File: src/rtl/fir_iq_pkg.sv
// rtl/fir_iq_pkg.sv - shared types, default half-coefficient table and requantiser for the I/Q FIR
package fir_iq_pkg;

    typedef enum logic [1:0] {
        IDLE  = 2'd0,
        RUN   = 2'd1,
        FLUSH = 2'd2
    } fsm_t;

    typedef struct packed {
        logic               sat;
        logic signed [31:0] val;
    } sat_res_t;

    // Half table c0..c(NTAPS-1)/2 of the NTAPS=9 channel filter; longer filters pad with zeros.
    function automatic logic signed [7:0] def_half_coef(input int idx);
        case (idx)
            0:       def_half_coef = 8'shF5;
            1:       def_half_coef = 8'shE9;
            2:       def_half_coef = 8'sh1A;
            3:       def_half_coef = 8'sh4B;
            4:       def_half_coef = 8'sh69;
            default: def_half_coef = 8'sh00;
        endcase
    endfunction

    function automatic sat_res_t sat_round(input logic signed [63:0] acc,
                                           input int shift, input int out_w);
        logic signed [63:0] r;
        logic signed [63:0] hi;
        logic signed [63:0] lo;
        sat_res_t           res;
        r   = (acc + (64'sd1 <<< (shift - 1))) >>> shift;
        hi  = (64'sd1 <<< (out_w - 1)) - 64'sd1;
        lo  = -(64'sd1 <<< (out_w - 1));
        res.sat = 1'b0;
        res.val = r[31:0];
        if (r > hi) begin
            res.sat = 1'b1;
            res.val = hi[31:0];
        end else if (r < lo) begin
            res.sat = 1'b1;
            res.val = lo[31:0];
        end
        return res;
    endfunction

endpackage

File: src/rtl/fir_sym_chain.sv
// rtl/fir_sym_chain.sv - one channel: shared symmetric multipliers, transposed adder chain, requantiser
module fir_sym_chain
    import fir_iq_pkg::*;
#(
    parameter int IN_W      = 8,
    parameter int COEF_W    = 8,
    parameter int NTAPS     = 9,
    parameter int OUT_SHIFT = 11,
    parameter int OUT_W     = 4
) (
    input  logic                                   i_clk,
    input  logic                                   i_rst_n,
    input  logic                                   i_accept,
    input  logic                                   i_clear,
    input  logic [(NTAPS+1)/2-1:0][COEF_W-1:0]     i_coef,
    input  logic signed [IN_W-1:0]                 i_x,
    output logic signed [OUT_W-1:0]                o_y,
    output logic                                   o_sat
);

    localparam int ACC_W = IN_W + COEF_W + $clog2(NTAPS);
    localparam int NHALF = (NTAPS + 1) / 2;

    logic signed [ACC_W-1:0] w_x_ext;
    logic signed [ACC_W-1:0] w_prod [0:NHALF-1];
    logic signed [ACC_W-1:0] w_tap  [0:NTAPS-1];
    logic signed [ACC_W-1:0] w_acc;
    logic signed [ACC_W-1:0] r_p    [0:NTAPS-2];
    logic signed [OUT_W-1:0] r_y;
    sat_res_t                w_res;
    logic                    w_unused_val;

    assign w_x_ext = ACC_W'(i_x);

    for (genvar j = 0; j < NHALF; j++) begin : g_mul
        assign w_prod[j] = w_x_ext * ACC_W'($signed(i_coef[j]));
    end

    // Mirrored taps reuse the product of their partner instead of a second multiplier.
    for (genvar k = 0; k < NTAPS; k++) begin : g_tap
        if (k < NHALF) begin : g_lo
            assign w_tap[k] = w_prod[k];
        end else begin : g_hi
            assign w_tap[k] = w_prod[NTAPS-1-k];
        end
    end

    assign w_acc        = w_tap[0] + r_p[0];
    assign w_res        = sat_round(64'(w_acc), OUT_SHIFT, OUT_W);
    assign w_unused_val = ^w_res.val[31:OUT_W];

    always_ff @(posedge i_clk or negedge i_rst_n) begin
        if (!i_rst_n) begin
            for (int k = 0; k < NTAPS - 1; k++) r_p[k] <= '0;
            r_y <= '0;
        end else if (i_clear) begin
            for (int k = 0; k < NTAPS - 1; k++) r_p[k] <= '0;
        end else if (i_accept) begin
            for (int k = 0; k < NTAPS - 2; k++) r_p[k] <= w_tap[k+1] + r_p[k+1];
            r_p[NTAPS-2] <= w_tap[NTAPS-1];
            r_y          <= w_res.val[OUT_W-1:0];
        end
    end

    assign o_y   = r_y;
    assign o_sat = w_res.sat;

endmodule

File: src/rtl/fir_iq_sym_filter.sv
// rtl/fir_iq_sym_filter.sv - symmetric I/Q channel FIR top: FSM, handshake, sticky overflow
// Optional FIR_COEF_LOAD_EN adds a runtime-writable half-coefficient register file.
module fir_iq_sym_filter
    import fir_iq_pkg::*;
#(
    parameter int IN_W      = 8,
    parameter int COEF_W    = 8,
    parameter int NTAPS     = 9,
    parameter int OUT_SHIFT = 11,
    parameter int OUT_W     = 4
) (
    input  logic                              i_clk,
    input  logic                              i_rst_n,
`ifdef FIR_COEF_LOAD_EN
    input  logic                              i_coef_we,
    input  logic [$clog2((NTAPS+1)/2)-1:0]    i_coef_addr,
    input  logic [COEF_W-1:0]                 i_coef_data,
`endif
    input  logic                              i_sample_valid,
    input  logic signed [IN_W-1:0]            i_I_in,
    input  logic signed [IN_W-1:0]            i_Q_in,
    input  logic                              i_flush,
    input  logic                              i_ovf_clr,
    output logic signed [OUT_W-1:0]           o_I_out,
    output logic signed [OUT_W-1:0]           o_Q_out,
    output logic                              o_valid,
    output logic                              o_overflow,
    output logic                              o_busy
);

    localparam int NHALF = (NTAPS + 1) / 2;

    fsm_t                           r_state;
    fsm_t                           w_next;
    logic                           w_accept;
    logic                           w_clear;
    logic                           w_sat_i;
    logic                           w_sat_q;
    logic                           r_valid;
    logic                           r_overflow;
    logic [NHALF-1:0][COEF_W-1:0]   w_coef;

`ifdef FIR_COEF_LOAD_EN
    logic [NHALF-1:0][COEF_W-1:0]   r_coef;

    always_ff @(posedge i_clk or negedge i_rst_n) begin
        if (!i_rst_n) begin
            for (int j = 0; j < NHALF; j++) r_coef[j] <= COEF_W'(def_half_coef(j));
        end else if (i_coef_we && r_state == IDLE && int'(i_coef_addr) < NHALF) begin
            r_coef[i_coef_addr] <= i_coef_data;
        end
    end

    assign w_coef = r_coef;
`else
    for (genvar j = 0; j < NHALF; j++) begin : g_coef
        assign w_coef[j] = COEF_W'(def_half_coef(j));
    end
`endif

    // Flush outranks a coincident sample; nothing is accepted while flushing.
    assign w_accept = i_sample_valid && !i_flush && (r_state != FLUSH);
    assign w_clear  = i_flush || (r_state == FLUSH);

    always_comb begin
        w_next = r_state;
        case (r_state)
            IDLE:    if (i_flush) w_next = FLUSH;
                     else if (i_sample_valid) w_next = RUN;
            RUN:     if (i_flush) w_next = FLUSH;
            FLUSH:   w_next = i_flush ? FLUSH : IDLE;
            default: w_next = IDLE;
        endcase
    end

    always_ff @(posedge i_clk or negedge i_rst_n) begin
        if (!i_rst_n) begin
            r_state    <= IDLE;
            r_valid    <= 1'b0;
            r_overflow <= 1'b0;
        end else begin
            r_state    <= w_next;
            r_valid    <= w_accept;
            r_overflow <= (w_accept && (w_sat_i || w_sat_q)) || (r_overflow && !i_ovf_clr);
        end
    end

    fir_sym_chain #(
        .IN_W(IN_W), .COEF_W(COEF_W), .NTAPS(NTAPS), .OUT_SHIFT(OUT_SHIFT), .OUT_W(OUT_W)
    ) u_chain_i (
        .i_clk(i_clk), .i_rst_n(i_rst_n), .i_accept(w_accept), .i_clear(w_clear),
        .i_coef(w_coef), .i_x(i_I_in), .o_y(o_I_out), .o_sat(w_sat_i)
    );

    fir_sym_chain #(
        .IN_W(IN_W), .COEF_W(COEF_W), .NTAPS(NTAPS), .OUT_SHIFT(OUT_SHIFT), .OUT_W(OUT_W)
    ) u_chain_q (
        .i_clk(i_clk), .i_rst_n(i_rst_n), .i_accept(w_accept), .i_clear(w_clear),
        .i_coef(w_coef), .i_x(i_Q_in), .o_y(o_Q_out), .o_sat(w_sat_q)
    );

    assign o_valid    = r_valid;
    assign o_overflow = r_overflow;
    assign o_busy     = (r_state == FLUSH);

endmodule
File: config.mk
export PLATFORM = sky130hd
export DESIGN_NAME = fir_iq_sym_filter
export DESIGN_NICKNAME = d
export VERILOG_FILES = /design/src/rtl/fir_iq_pkg.sv /design/src/rtl/fir_sym_chain.sv /design/src/rtl/fir_iq_sym_filter.sv
export SDC_FILE = /design/constraint.sdc
export NUM_CORES = 2
export LEC_CHECK = 0
export ABC_CLOCK_PERIOD_IN_PS = 6200
export BUFFER_PORTS_ARGS = -buffer_cell sky130_fd_sc_hd__buf_2
export CAP_MARGIN = 0
export CORE_ASPECT_RATIO = 0.8
export CORE_UTILIZATION = 40
export DETAILED_ROUTE_END_ITERATION = 8
export GPL_TIMING_DRIVEN = 0
export PLACE_DENSITY = 0.66
export SYNTH_ARGS = -nofsm -noshare
export SYNTH_HDL_FRONTEND = slang
export SYNTH_HIERARCHICAL = 1
export SYNTH_SLANG_ARGS = --single-unit
File: constraint.sdc
create_clock -name i_clk -period 6.2 [get_ports i_clk]
set_input_delay 0.62 -clock i_clk [delete_from_list [all_inputs] [get_ports i_clk]]
set_output_delay 0.62 -clock i_clk [all_outputs]
set_load 0.1 [all_outputs]
# After elaboration in Yosys (flattened, before gate mapping)
# Cells that the tools add are included.
# word_totals
wordCells	85
register_bits	332
# op_classes
n_reduce_logical	13
addsub	18
mul	10
eq_ne	5
order_cmp	4
bitwise_logic	1
n_mux	13
# op_table
op	n
two-way mux 160 bit	4
adder 20 bit	14
two-way mux 33 bit	4
multiplier 8 x 8 -> 16 bit, second input constant	4
multiplier 8 x 5 -> 13 bit, second input constant	4
adder 20 x 12 -> 21 bit, second input constant	2
adder 13 x 20 -> 20 bit	2
multiplier 8 x 6 -> 14 bit, second input constant	2
greater-than comparator 10 x 4 -> 1 bit, second input constant	2
less-than comparator 10 x 4 -> 1 bit, second input constant	2
two-way mux 2 bit	4
case mux 2 bit (3 select lines)	1
logical AND 1 bit	4
!= test 2 bit, second input constant	2
AND reduction 2 bit	2
logical OR 1 bit	3
!= test 3 bit, second input constant	1
== test 2 x 1 -> 1 bit, second input constant	1
== test 2 bit, second input constant	1
zero test 1 bit	2
zero test 2 bit	1
nonzero test 2 bit	1
NOT 1 bit	1

# Depth between registers and ports, before layout
# logic_depth
word_depth	9
ltp_mapped	34
ltp_nobuf	32

# Hierarchy
# The synthesis kept the hierarchy.
# by_module_without_submodules
module	area_each_um2	n_inst	cells_per_inst
fir_sym_chain (u_chain_q)	25235.5	1	2809
fir_sym_chain (u_chain_i)	25004.0	1	2765
fir_iq_sym_filter	178.9	1	16

# Worst setup path after synthesis
# No wires, ideal clock.
# synth_path
path_type	in2reg
start	input port i_Q_in[5]
end	register r_overflow (netlist: o_overflow)
path_stages	33
n_path_buf	2
setup_ns	0.143
path_slack_ns	-1.042
arrival_ns	7.099
path_cell_list	clkbuf_1 and2_1 fa_1 inv_1 fa_1 inv_1 fa_1 inv_1 fa_1 inv_1 ha_1 a21oi_1 o21bai_1 a21oi_1 o21bai_1 a21oi_1 o21ai_0 a21oi_1 xnor2_1 ha_1 buf_2 and4_4 a22oi_1 nand2b_1 a31oi_4 a31oi_1 or2_1 o31ai_1 o221ai_2 or3_1 o21a_1 nor2_1 o41ai_2
# synth_between
elab_chain_cells	9
elab_cells_between_ends	10
# synth_lines
element	line_no	text
start, declared	fir_iq_sym_filter.sv:21	input logic signed [IN_W-1:0] i_Q_in,
multiplier 8 x 5 -> 13 bit (*)	fir_sym_chain.sv:36	assign w_prod[j] = w_x_ext * ACC_W'($signed(i_coef[j]));
adder 13 x 20 -> 20 bit (*)	fir_sym_chain.sv:48	assign w_acc = w_tap[0] + r_p[0];
adder 20 x 12 -> 21 bit (*)	fir_iq_pkg.sv:33	r = (acc + (64'sd1 <<< (shift - 1))) >>> shift;
less-than comparator 10 x 4 -> 1 bit	fir_iq_pkg.sv:41	end else if (r < lo) begin
two-way mux 33 bit	fir_iq_pkg.sv:41	
two-way mux 33 bit (*)	fir_iq_pkg.sv:38	if (r > hi) begin
net w_sat_q	fir_iq_sym_filter.sv:38	logic w_sat_q;
logical OR 1 bit (*)	fir_iq_sym_filter.sv:84	r_overflow <= (w_accept && (w_sat_i || w_sat_q)) || (r_overflow && !i_ovf_clr);
logical AND 1 bit (*)	fir_iq_sym_filter.sv:84	
logical OR 1 bit (*)	fir_iq_sym_filter.sv:84	
end signal, assigned	fir_iq_sym_filter.sv:84	
end, declared	fir_iq_sym_filter.sv:40	logic r_overflow;
# Mark *: on every way through the listed nets, which the timed path passes. The rest lies on a longest branch.
# A chain may end at the register's enable or synchronous reset.

# Final worst setup path
# layout_path
start	input port i_Q_in[7]
end	register r_overflow (netlist: o_overflow)
# The elaborated chain is that of the path after synthesis.

==> key figures <==
Run status
  – Outcome: finished, violations left
  – Failing checks: setup timing

Routing
  – Met2 WL: 56,900 um
  – Via/cell ratio: 4.94
  – Final wirelength: 136,000 um
  – Highest Signal Layer: met4
  – WL/cell: 17.0 um
  – Wire length on met1: 66,800 um
  – Met3 Wirelength: 10,000 um
  – Via count: 39,600
  – DRT iter0 DRCs: 2,626
  – Post-DRT Antenna Nets: 0
  – First-pass iteration count of the detailed router: 8
  – DR DRC count: 0

CTS
  – H-tree depth: 2
  – CTS Root Cell: clkbuf_16
  – Total CTS buffers: 41
  – Clk Latency, worst-skew pair: 0.59 ns
  – TritonCTS Sinks: 324
  – Clk slew on worst S/H paths: 0.06 ns
  – TritonCTS clock tree: yes
  – Clock buffer depth: 3

Worst setup path
  – Buf+Inv Stages, Crit Path: 5
  – Worst Setup SP: i_Q_in[7]
  – RR Endpoint: u_chain_i/r_p[97]
  – Cell mode on critical path: fa_1
  – Worst Path Arrival: 7.07 ns
  – Reg2Reg Setup Slack: 0.81 ns
  – Startpoint class of the critical path: input port
  – Worst Setup EP: o_overflow
  – Crit end category: flip-flop
  – Critical path class: input port to flip-flop
  – Crit path max-delay cell type: fa_1
  – CP top delay family: adder cells
  – CP Data Required Time: 6.65 ns
  – Reg2reg start: u_chain_i/r_p[65]
  – Critical Path Stages: 32
  – Worst stage delay on the critical path: 0.55 ns
  – Max FO, Critical Path: 5
  – FF-to-FF path depth: 20

Yosys
  – Share of Yosys cell area claimed by the top area cell type: 0.249
  – Number of synthesized flops with an enable pin: 0
  – Asr flop ratio synth: 1.00
  – Syn Area/Cell: 9.02 um^2
  – Register area share after synthesis: 0.161
  – Yosys warns: 6
  – Post-Synthesis Cells: 5,590
  – Dominant cell type by area after synthesis: fa_1
  – Most used DFF post-synth: dfrtp_1
  – Library cells used by synthesis: 97
  – Synth Register Bits: 324
  – Synthesized area: 50,400 um^2
  – Top area cells in the synthesized netlist: fa_1 (25%), dfrtp_1 (16%), ha_1 (15%), inv_1 (6.6%), and2_1 (4.7%)

STA
  – Worst Tran Pin Value: 1.27 ns
  – Final WS setup: -0.420 ns
  – Fin. max-slew vios: 0
  – Unrepaired setup endpoints after global routing: true
  – Final period util: 1.07
  – Final hold viol count: 0
  – Final Critical Period: 6.62 ns
  – TNS Setup: -1.91 ns
  – Final count of negative-setup-slack endpoints: 7
  – Clock skew: 0.0368 ns
  – Peak Freq: 0.151 GHz
  – Max-slew headroom: 0.149

Floorplan
  – Core area: 125,000 um^2
  – Initial core utilization: 0.403
  – DIE HEIGHT: 320 um
  – IO Pins: 32
  – Width of the die: 399 um
  – DIE AREA: 127,000 um^2
  – Rows: 116

Cells and area
  – Cell Count, Final, Fillers Out: 8,006
  – Nets: 7,548
  – Area Growth Syn to Fin: 17.2%
  – Fin util: 0.472
  – Share of layout cells above drive strength 1: 0.0857

Placed design
  – Post-Place Cells: 7,844
  – Placer Congestion: 0.927
  – IO Port Bufs: 17
  – Post-DP HPWL: 110,000 um
  – Pre-CTS setup slack: -2.61 ns

Global route
  – Largest net degree at the start of global routing: 113
  – First-pass GRT wire length: 217,000 um
  – Grt total ovfl: 0
  – Vias in the first global route: 39,500
  – Initial antenna violation count: 10
  – All-Layer GR Usage: 0.215

Worst hold path
  – HP Class: input port to asynchronous set/reset pin

Run
  – Number of maximum-capacitance violations: 0
-- layout by cell type (no fill, tap or decap), types with 116 or more instances in the layout --
cell type and count:
a21oi_1 185, and2_1 368, conb_1 584, dfrtp_1 324
fa_1 618, ha_1 549, inv_1 877, mux2i_1 116
nand2_1 428, nor2_1 327, o21ai_0 207, xnor2_1 211
-- state kept, by name, indices dropped and copies added, names as in the netlist --
| name | flops |
|---|---|
| u_chain_i/r_p | 156 |
| u_chain_q/r_p | 156 |
| u_chain_i/o_y | 4 |
| u_chain_q/o_y | 4 |
| r_state | 2 |
| o_overflow | 1 |
| o_valid | 1 |
-- cells in the mapped netlist (7+ instances only) --
master,number
o21ai_1,13
ha_1,586
or2_2,15
a22o_1,20
clkbuf_1,131
o21a_1,36
nand3_1,74
o2111ai_1,14
nand4_1,15
and3_1,40
xnor2_1,252
nand3b_1,16
and2_1,379
nor2b_1,56
o21bai_1,38
buf_1,21
mux2i_1,118
o211ai_1,12
fa_1,628
xor2_1,111
nand2_1,435
a211oi_1,25
nor3_1,103
inv_1,893
dfrtp_1,324
or3_1,42
a211o_1,10
o21ai_0,223
a31oi_1,36
a21oi_1,227
nor4_1,8
o31ai_1,24
a21o_1,71
nor2_1,335
nand2b_1,90
a32o_1,7
a21boi_0,23
-- metal layers --
metal  GRT usage  vias to the layer above
met3      0.0405                      125
met5           0                        -
li1            -                    19100
met2       0.315                      998
met4      0.0347                        0
met1       0.330                    19400
-- layout make-up --
cell class	count	area, um^2
Fill cell	11800	66000
Multi-Input combinational cell	4799	42200
Sequential cell	324	8110
Inverter	894	3360
Tap cell	1652	2070
Clock buffer	63	1220
Buffer	152	1060
Timing Repair Buffer	101	876
Clock inverter	12	160
Antenna cell	9	22.5
-- how the worst min path moves through the flow --
| stage | startpoint | end | cells after the start |
|---|---|---|---|
| after detailed placement | r_state[1] | r_state[0] | 1 |
| final | i_rst_n | u_chain_i/r_p[144] | 1 |
| after CTS | i_rst_n | u_chain_i/r_p[144] | 1 |
| after global routing | i_rst_n | u_chain_i/r_p[144] | 1 |
| after global placement | r_state[1] | r_state[0] | 1 |
| after floorplan | i_rst_n | o_overflow | 0 |
-- metrics by stage --
step / hold slack, ns / cell area, um^2
3_3_place_gp: 0.449 / 55200
6_report: 0.0293 / 59100
5_1_grt: 0.0994 / 59100
2_1_floorplan: 0.324 / 53100
3_5_place_dp: 0.465 / 55300
4_1_cts: 0.0760 / 58100
-- cells by family after synthesis --
logic type      after synthesis  share of synthesized area
simple gates               1638                      0.163
xor+xnor                    367                     0.0643
other cells                   2                   0.000149
buf+inv                    1049                     0.0782
flops                       324                      0.161
compound gates              875                      0.115
mux                         121                     0.0241
fa+ha+maj                  1214                      0.395
-- what timing repair did --
| item | 4_1_cts | 5_1_grt |
|---|---|---|
| setup endpoints to repair | 66 | 63 |
| pin swaps | 74 | 81 |
| resized for setup | 193 | 167 |
| buffers inserted | 52 | 29 |
| hold buffers | 0 | 0 |
Power is left out: the tool's default activity adds up to more than one toggle a clock period on the data nets, which glitch-free logic cannot reach.
